[src/rtl/nd10_uc_pkg.sv]
// nd10_uc_pkg: shared widths, fetch states and next-address select for the ND-10 micro-fetch path
package nd10_uc_pkg;
  localparam int AW = 12;
  localparam int DW = 32;
  localparam int TMO = 15;
  localparam int STACK_DEPTH = 4;
  localparam int CW = $clog2(TMO + 1);
  typedef enum logic [1:0] {IDLE, REQ, WAIT, FULL} fetch_state_e;
  typedef enum logic [1:0] {SEL_SEQ, SEL_BR, SEL_CALL, SEL_RET} nxt_sel_e;
endpackage

[src/rtl/uc_stack.sv]
// uc_stack: STACK_DEPTH x AW LIFO of micro-subroutine return addresses
module uc_stack import nd10_uc_pkg::*; (
  input  logic          clk,
  input  logic          rst_n,
  input  logic          push,
  input  logic          pop,
  input  logic [AW-1:0] din,
  output logic [AW-1:0] dout,
  output logic          full,
  output logic          empty
);
  localparam int SW = $clog2(STACK_DEPTH + 1);
  localparam int IW = $clog2(STACK_DEPTH);
  logic [AW-1:0] mem_q [STACK_DEPTH];
  logic [SW-1:0] sp_q, sp_d;
  logic [IW-1:0] top;
  assign full = sp_q == SW'(STACK_DEPTH);
  assign empty = sp_q == '0;
  assign top = IW'(sp_q - SW'(1));
  assign dout = mem_q[top];
  always_comb sp_d = (push && !full) ? sp_q + SW'(1) : (pop && !empty) ? sp_q - SW'(1) : sp_q;
  always_ff @(posedge clk or negedge rst_n)
    if (!rst_n) sp_q <= '0;
    else sp_q <= sp_d;
  always_ff @(posedge clk)
    if (push && !full) mem_q[IW'(sp_q)] <= din;
endmodule

[src/rtl/uc_fetch.sv]
// uc_fetch: ND-10 control-store fetch FSM (ROMRQ/ROMDRY initiator, UIR valid/ack handoff)
// Optional micro-subroutine return stack enabled by defining UC_STACK_EN.
module uc_fetch import nd10_uc_pkg::*; (
  input  logic          clk,
  input  logic          rst_n,
  input  logic          start,
  input  logic [AW-1:0] start_addr,
  input  logic          halt,
  output logic          ROMRQ,
  output logic [AW-1:0] MPC,
  input  logic [DW-1:0] ROM,
  input  logic          ROMDRY,
  output logic [DW-1:0] UIR,
  output logic          uir_valid,
  input  logic          uir_ack,
  input  logic          br_take,
  input  logic [AW-1:0] br_addr,
  input  logic          call,
  input  logic          ret,
  output logic          tmo_err,
  output logic          stack_err
);
  fetch_state_e state_q, state_d;
  logic [AW-1:0] mpc_q, mpc_d, nxt;
  logic [DW-1:0] uir_q, uir_d;
  logic [CW-1:0] cnt_q, cnt_d;
  logic tmo_q, tmo_d, serr_q, serr_d;
  nxt_sel_e sel;
  assign nxt = mpc_q + AW'(1);
`ifdef UC_STACK_EN
  logic push, pop, stk_full, stk_empty;
  logic [AW-1:0] stk_dout;
  uc_stack u_stack (
    .clk(clk), .rst_n(rst_n), .push(push), .pop(pop), .din(nxt),
    .dout(stk_dout), .full(stk_full), .empty(stk_empty)
  );
  assign sel = ret ? SEL_RET : call ? SEL_CALL : br_take ? SEL_BR : SEL_SEQ;
`else
  assign sel = (call || br_take) ? SEL_BR : SEL_SEQ;
`endif
  always_comb begin
    state_d = state_q;
    mpc_d = mpc_q;
    uir_d = uir_q;
    cnt_d = cnt_q;
    tmo_d = tmo_q;
    serr_d = serr_q;
`ifdef UC_STACK_EN
    push = 1'b0;
    pop = 1'b0;
`endif
    case (state_q)
      IDLE: if (start) begin
        mpc_d = start_addr;
        tmo_d = 1'b0;
        serr_d = 1'b0;
        state_d = REQ;
      end
      REQ: begin
        cnt_d = '0;
        state_d = WAIT;
      end
      WAIT: if (ROMDRY) begin
        uir_d = ROM;
        state_d = FULL;
      end else if (cnt_q == CW'(TMO - 1)) begin
        tmo_d = 1'b1;
        state_d = IDLE;
      end else cnt_d = cnt_q + CW'(1);
      FULL: if (uir_ack) begin
        state_d = halt ? IDLE : REQ;
        if (!halt) begin
          mpc_d = sel == SEL_SEQ ? nxt : br_addr;
`ifdef UC_STACK_EN
          if (sel == SEL_CALL) begin
            push = !stk_full;
            serr_d = serr_q | stk_full;
          end
          if (sel == SEL_RET) begin
            pop = !stk_empty;
            mpc_d = stk_empty ? '0 : stk_dout;
            serr_d = serr_q | stk_empty;
          end
`endif
        end
      end
      default: state_d = IDLE;
    endcase
  end
  always_ff @(posedge clk or negedge rst_n)
    if (!rst_n) begin
      state_q <= IDLE;
      mpc_q <= '0;
      uir_q <= '0;
      cnt_q <= '0;
      tmo_q <= 1'b0;
      serr_q <= 1'b0;
    end else begin
      state_q <= state_d;
      mpc_q <= mpc_d;
      uir_q <= uir_d;
      cnt_q <= cnt_d;
      tmo_q <= tmo_d;
      serr_q <= serr_d;
    end
  assign ROMRQ = state_q == REQ;
  assign uir_valid = state_q == FULL;
  assign MPC = mpc_q;
  assign UIR = uir_q;
  assign tmo_err = tmo_q;
  assign stack_err = serr_q;
endmodule

[config.mk]
export PLATFORM = sky130hd
export DESIGN_NAME = uc_fetch
export DESIGN_NICKNAME = d
export VERILOG_FILES = /design/src/rtl/nd10_uc_pkg.sv /design/src/rtl/uc_stack.sv /design/src/rtl/uc_fetch.sv
export SDC_FILE = /design/constraint.sdc
export NUM_CORES = 1
export LEC_CHECK = 0
export CAP_MARGIN = 20
export CELL_PAD_IN_SITES_DETAIL_PLACEMENT = 0
export CELL_PAD_IN_SITES_GLOBAL_PLACEMENT = 1
export CORE_AREA = 2 2 99 101
export DETAILED_ROUTE_END_ITERATION = 12
export DIE_AREA = 0 0 101 103
export PLACE_DENSITY = 0.74
export REMOVE_ABC_BUFFERS = 1
export SYNTH_ARGS = -nofsm -noshare
export SYNTH_HDL_FRONTEND = slang
export SYNTH_SLANG_ARGS = --single-unit
[constraint.sdc]
create_clock -name clk -period 1.7 [get_ports clk]
set_input_delay 0.34 -clock clk [delete_from_list [all_inputs] [get_ports clk]]
set_output_delay 0.34 -clock clk [all_outputs]
set_load 0.1 [all_outputs]
Word-level counts from Yosys, hierarchy flattened
Cells that the tools add are included.
{ "totals": {"output_inout_bits": 48, "elab_cells": 48, "register_bits": 51} }
{ "classes": {"n_mux": 19, "add_sub_neg": 2, "eq_ne": 11, "n_reduce_logical": 11} }
{ "ops": {"columns": ["operator", "count"], "rows": [
  ["$mux W12", 4],
  ["$pmux W12 S2", 1],
  ["$add A12 B1 Y12 const B", 1],
  ["$ne A2 B2 Y1 const B", 5],
  ["$mux W2", 4],
  ["$mux W4", 2],
  ["$pmux W2 S4", 1],
  ["$pmux W4 S2", 1],
  ["$reduce_and A4 Y1", 2],
  ["$reduce_and A3 Y1", 2],
  ["$reduce_bool A2 Y1", 3],
  ["$mux W1", 5],
  ["$add A4 B1 Y4 const B", 1],
  ["$eq A2 B2 Y1 const B", 2],
  ["$eq A4 B4 Y1 const B", 1],
  ["$logic_not A2 Y1", 2],
  ["$ne A3 B3 Y1 const B", 1],
  ["$eq A2 B1 Y1 const B", 1],
  ["$ne A2 B1 Y1 const B", 1],
  ["$pmux W1 S2", 1],
  ["$reduce_and A2 Y1", 1],
  ["$logic_or A1 B1 Y1", 1]
]} }

Logic depth before layout (Yosys ltp)
Gate-level depths: netlist of run 1.
{ "depth": {"depth_word": 7, "depth_mapped": 7, "ltp_nobuf": 6} }

Worst setup path after synthesis of run 1
No wires, ideal clock.
{ "synth_path": {"kind": "register to register", "start": "reg state_q[1]", "end": "reg mpc_q[7], in the netlist MPC[7]", "t_required_ns": 1.577, "setup_slack_ns": -0.643, "setup_ns": 0.123, "t_arrival_ns": 2.220, "stages_incl_launch_ff": 7, "cell_sequence": "dfrtp_1 ha_1 nand3b_1 a21oi_2 buf_2 o21ai_0 a22o_2"} }
{ "synth_via": {"elab_chain_len": 3, "word_cells_on_any_way": 8, "cone_classes": "4 x eq/ne; 1 x mux; 3 x reduce/logical"} }
{ "synth_lines": {"columns": ["element", "line_no", "rtl"], "rows": [
  ["from (decl)", "uc_fetch.sv:23", "fetch_state_e state_q, state_d;"],
  ["from (signal assigned)", "uc_fetch.sv:99", "state_q <= state_d;"],
  ["$eq A2 B2 Y1 *", null, null],
  ["named net uir_valid", "uc_fetch.sv:14", "output logic uir_valid,"],
  ["$ne A2 B2 Y1 (no line), or another cell as far along", null, null],
  ["$reduce_and A4 Y1 (no line)", null, null],
  ["to (signal assigned)", "uc_fetch.sv:100", "mpc_q <= mpc_d;"],
  ["to (decl)", "uc_fetch.sv:24", "logic [AW-1:0] mpc_q, mpc_d, nxt;"]
]} }
The timed path passes the listed nets; every way through them passes the cells marked *.
A chain may end at the register's enable or synchronous reset.

Worst setup path after layout of run 1
{ "layout_path": {"start": "reg state_q[0]", "end": "reg uir_q[30], in the netlist UIR[30]"} }
{ "layout_via": {"elab_chain_len": 2} }
{ "layout_lines": {"columns": ["element", "line_no", "rtl"], "rows": [
  ["$eq A2 B2 Y1", "uc_fetch.sv:52", "case (state_q)"],
  ["$reduce_and A2 Y1 (no line)", null, null],
  ["to (signal assigned)", "uc_fetch.sv:101", "uir_q <= uir_d;"],
  ["to (decl)", "uc_fetch.sv:25", "logic [DW-1:0] uir_q, uir_d;"]
]} }
Every way passes these cells.

==> results of run 1 <==
==> per-layer routing <==
layer,track usage (%),part of all wire (%)
met3,4.542,7.3
met1,17.07,43
met4,2.599,0.41
met5,0,0
met2,24.41,50
==> worst max path at each step <==
| stage | startpoint | end | slack [ns] | cells past startpoint |
|---|---|---|---|---|
| after floorplan | state_q[1] | MPC[0] | -1.22 | 5 |
| after global routing | state_q[1] | MPC[7] | -0.02 | 4 |
| after CTS | state_q[0] | MPC[7] | -0.007 | 4 |
| after detailed placement | br_take | MPC[9] | -0.27 | 5 |
| final | state_q[0] | UIR[30] | 0.02 | 7 |
| after global placement | br_take | MPC[9] | -0.27 | 5 |
==> cell usage after synthesis (2+ instances only) <==
cell,count
nand4_1,3
clkbuf_1,2
ha_1,7
o21ai_0,17
o22a_1,2
nand2_1,11
buf_2,6
mux2i_1,5
nor2_1,9
nand2b_1,4
a21oi_1,6
or3_1,2
xnor2_1,3
nor3_1,4
o311ai_0,3
inv_1,13
a31oi_1,7
nor2b_1,4
mux2_2,33
o221ai_1,2
nand3b_1,3
nand3_1,5
dfrtp_1,51
a31o_2,2
o22ai_1,2
==> registers in the layout, indices dropped and copies added (netlist names) <==
name	cells
MPC	12
UIR	32
cnt_q	4
state_q	2
tmo_err	1
==> per-stage QoR <==
step | worst slack (ns) | instances | area, um2
floorplan | -1.222 | 219 | 2509
global placement | -0.2673 | 478 | 4518
detailed placement | -0.2667 | 478 | 4518
CTS | -0.007415 | 488 | 4673
global route | -0.01589 | 495 | 4868
finish | 0.02425 | 495 | 4868
==> placed cells by master, fill, tap and decap left out, types with 5 or more instances in the layout <==
cell type and instances:
clkdlybuf4s50_1 62, clkbuf_8 6, a21oi_1 6, o21ai_0 17, dfrtp_1 49, nand2_1 10
buf_12 51, mux2_2 33, inv_1 11, mux2i_1 5, a31oi_1 7, buf_4 34
nor2_1 9
==> worst max-delay path, stage by stage (launching register included) <==
cell,delay (ns)
dfrtp_2,0.45
inv_2,0.09
buf_4,0.11
ha_2,0.26
nand2_4,0.09
buf_6,0.14
clkbuf_16,0.16
mux2_2,0.27
==> what timing repair did <==
item	in CTS	in global routing
hold buffers	0	0
gates resized for setup	7	18
pin swaps	1	5
buffers inserted	1	4
setup endpoints to repair	37	41
cloned	1	3
==> cell type report <==
type	instances	area, um2	share of cell area, %
multi-input cells	155	1272	26.14
repair buffers	154	2027	41.63
inverters	13	48.80	1.002
well taps	114	142.6	2.930
flip-flops and latches	51	1279	26.27
clock buffers	6	82.58	1.696
clock inverters	2	16.27	0.3341
==> logic make-up after synthesis <==
kind of cell / after synthesis / share of synthesized area, %
AOI/OAI and AO/OA: 54 / 14.29
DFF: 51 / 49.76
buffers and inverters: 23 / 4.098
other: 1 / 0.1462
and+or+nand+nor: 52 / 10.83
muxes: 38 / 16.44
xor gates and xnor gates: 3 / 1.025
adders and majority gates: 7 / 3.414
==> flow_metrics.tcl, run 1 <==
set metrics [dict create \
    start_util_pct 27.12 \
    clk_path_buf_depth 2 \
    fin_crit_ns 1.676 \
    synth_edf_count 0 \
    hpwlAfterDp_um 5466 \
    slew_headroom_pct 61.95 \
    postRouteAntennaNets 0 \
    remaining_drc_errors 0 \
    cts_tree "built" \
    clk_latency_ns 0.30 \
    numCtsBuffers 5 \
    start_kind "flop" \
    die_area_um2 10400 \
    async_reset_ff_share_pct 100.0 \
    layout-drive-gt1-share_pct 40.94 \
    nNetsFinal 452 \
    grtUsageTotal_pct 13.96 \
    cp.arrival_ns 1.87 \
    yosys_warnings 0 \
    cp_max_fo 8 \
    yosys.area.top_type "dfrtp_1" \
    status "finished clean" \
    hp-class "input pin to async pin" \
    place_congestion 0.7840 \
    final_core_util_pct 51.47 \
    yosysUniqueCellTypes 48 \
    core_um2 9459 \
    yosysSeqAreaShare_pct 49.76 \
    num_vias 2396 \
    n_antenna_cell 0 \
    synthCells 229 \
    clock-sinks 51 \
    syn_area_um2 2565 \
    holdWs_ns 0.01789 \
    rsz0062_at_grt "yes" \
    wl_um 7814 \
    worstMarginPinSlew_ns 0.5708 \
    min_period_over_period_pct 98.57 \
    fillers 843 \
    crit_path_end_kind "flop" \
    synth_top_area_share_pct 49.76 \
    skew_ns 0.009524 \
    synthTopCellsByArea "dfrtp_1 50%, mux2_2 14%, ha_1 3.4%" \
    r2r_cells 7 \
    gr-total-overflow 0 \
    areaGrowthSynthToFinish_pct 89.80 \
    fp.dieH_um 103 \
    setup_tns_ns 0 \
    drtIter0Drc 49 \
    htree_num_levels 2 \
    cts-root-buf "clkbuf_8" \
    r2r-start "state_q[0]" \
    crit_required_ns 1.90 \
    synthFlopType "dfrtp_1" \
    grt_max_degree 30 \
    hold_viol 0 \
    maxCapViolCount 0 \
    ios 113 \
    viasPerCell 4.840 \
    reg2reg_slack_ns 0.02 \
    synth.avg_cell_area_um2 11.20 \
    port_buffers 110 \
    core.rowCount 36 \
    rr_endpoint "UIR[30]" \
    firstDrtPassIters 6 \
    die_width_um 101 \
    synth_seq_cells 51 \
    antenna_found_initial 0 \
    grt_pass1_vias 2335 \
    fmax_mhz 596.7 \
    clk_pin_slew_ns 0.10 \
    slew_viol_final 0 \
    critical_path_class "flop to flop" \
    wl_per_cell_um 15.79 \
    setup_viol 0 \
    grt_pass1_wl_um 11390 \
]
Power of run 1 is left out: the tool's default activity adds up to more than one toggle a clock period on the data nets, which glitch-free logic cannot reach.
==> inputs of run 2 (changes only) <==
- CELL_PAD_IN_SITES_DETAIL_PLACEMENT: 0 -> 2
- CELL_PAD_IN_SITES_GLOBAL_PLACEMENT: 1 -> 2
- CORE_AREA: 2 2 99 101 -> 2 2 109 111
- DIE_AREA: 0 0 101 103 -> 0 0 111 113
- PLACE_DENSITY: 0.74 -> 0.76
==> flow_metrics.tcl, run 2 (synthesis gave the netlist of run 1 again) <==
set metrics [dict create \
    worstMarginPinSlew_ns 0.6723 \
    crit_path_end_kind "flop" \
    core.rowCount 39 \
    grt_pass1_vias 2715 \
    nNetsFinal 451 \
    layout_commonest_cell "clkdlybuf4s50_1" \
    fin_crit_ns 1.704 \
    cp.arrival_ns 1.89 \
    fmax_mhz 587.0 \
    cts_tree "built" \
    ios 113 \
    fp.dieH_um 113 \
    antenna_found_initial 0 \
    remaining_drc_errors 0 \
    maxCapViolCount 0 \
    crit_required_ns 1.89 \
    highest_layer "met4" \
    port_buffers 110 \
    setup_viol 1 \
    grtUsageTotal_pct 15.43 \
    postRouteAntennaNets 0 \
    viasPerCell 4.702 \
    ctsHoldBuffers 0 \
    slew_viol_final 0 \
    core_um2 11270 \
    clk_pin_slew_ns 0.08 \
    slew_headroom_pct 55.18 \
    n_antenna_cell 0 \
    clk_path_buf_depth 2 \
    layout_common_cells "61 x clkdlybuf4s50_1, 52 x buf_12, 48 x dfrtp_1, 33 x mux2_2, 32 x buf_4" \
    start_util_pct 22.76 \
    clk_latency_ns 0.30 \
    hpwlAfterDp_um 7262 \
    hold_viol 0 \
    cts-root-buf "clkbuf_16" \
    wl_um 10120 \
    r2r_cells 5 \
    grt_max_degree 24 \
    final_core_util_pct 44.17 \
    die_width_um 111 \
    drtIter0Drc 80 \
    num_vias 2459 \
    hp-class "input pin to async pin" \
    firstDrtPassIters 4 \
    min_period_over_period_pct 100.2 \
    violations "negative setup slack" \
    numCtsBuffers 5 \
    fillers 1140 \
    endpoint "MPC[8]" \
    layout-drive-gt1-share_pct 41.32 \
    grt_pass1_wl_um 15350 \
    gr-total-overflow 0 \
    met2WireLength_um 5535 \
    largest_register_ffs 32 \
    clock-sinks 51 \
    critical_path_class "flop to flop" \
    reg2reg_slack_ns -0.004 \
    setup_tns_ns -0.003571 \
    met1_length_um 3999 \
    wl_met3_um 484 \
    rr_endpoint "MPC[8]" \
    areaGrowthSynthToFinish_pct 94.10 \
    worstSetupStartpoint "MPC[0]" \
    cp_max_fo 5 \
    wl_per_cell_um 19.34 \
    htree_num_levels 2 \
    die_area_um2 12540 \
    finalWorstSetupSlack_ns -0.003571 \
    status "finished with violations" \
    rsz0062_at_grt "yes" \
    start_kind "flop" \
    r2r-start "MPC[0]" \
    place_congestion 0.7303 \
    skew_ns 0.01059 \
]
run 2: critical path: stages (launching register included):
cell	delay, ns
dfrtp_1	0.38
ha_1	0.24
nand3_1	0.21
nor3_1	0.41
o21ai_0	0.17
a22o_1	0.20
run 2: stage by stage:
stage          cells  hold WS [ns]  cell area (um2)  setup slack, ns
3_5_place_dp     504        0.4055             4544          -0.2769
3_3_place_gp     504        0.4059             4544          -0.2643
6_report         523       0.07459             4979        -0.003571
5_1_grt          523        0.1069             4979          -0.1122
4_1_cts          514       0.09021             4790         -0.03025
2_1_floorplan    219       0.04441             2509           -1.222
run 2: repair_timing:
action / CTS / global route
setup buffers: 1 / 8
setup endpoints to repair: 38 / 50
pin swaps: 1 / 4
gates cloned: 1 / 1
gates resized for setup: 6 / 26
run 2: final cells by class:
| cell class | instances | area, um2 | share of cell area [%] |
|---|---|---|---|
| Timing Repair Buffer | 153 | 2023 | 40.64 |
| Sequential cell | 51 | 1280 | 25.71 |
| Multi-Input combinational cell | 155 | 1274 | 25.58 |
| Tap cell | 143 | 178.9 | 3.594 |
| Clock buffer | 6 | 138.9 | 2.790 |
| Inverter | 13 | 48.80 | 0.9801 |
| Clock inverter | 2 | 35.03 | 0.7037 |
run 2: layer usage:
layer	GRT usage (%)	up-vias
met5	0	-
met4	2.750	0
met3	3.803	7
met2	29.08	63
met1	17.93	1258
li1	-	1131
run 2: worst min path at each step:
stage	slack [ns]	to
2_1_floorplan	0.04	MPC[0]
5_1_grt	0.11	cnt_q[2]
3_5_place_dp	0.41	cnt_q[2]
4_1_cts	0.09	cnt_q[2]
6_report	0.07	MPC[10]
3_3_place_gp	0.41	cnt_q[2]
Power of run 2 is left out for the same reason.
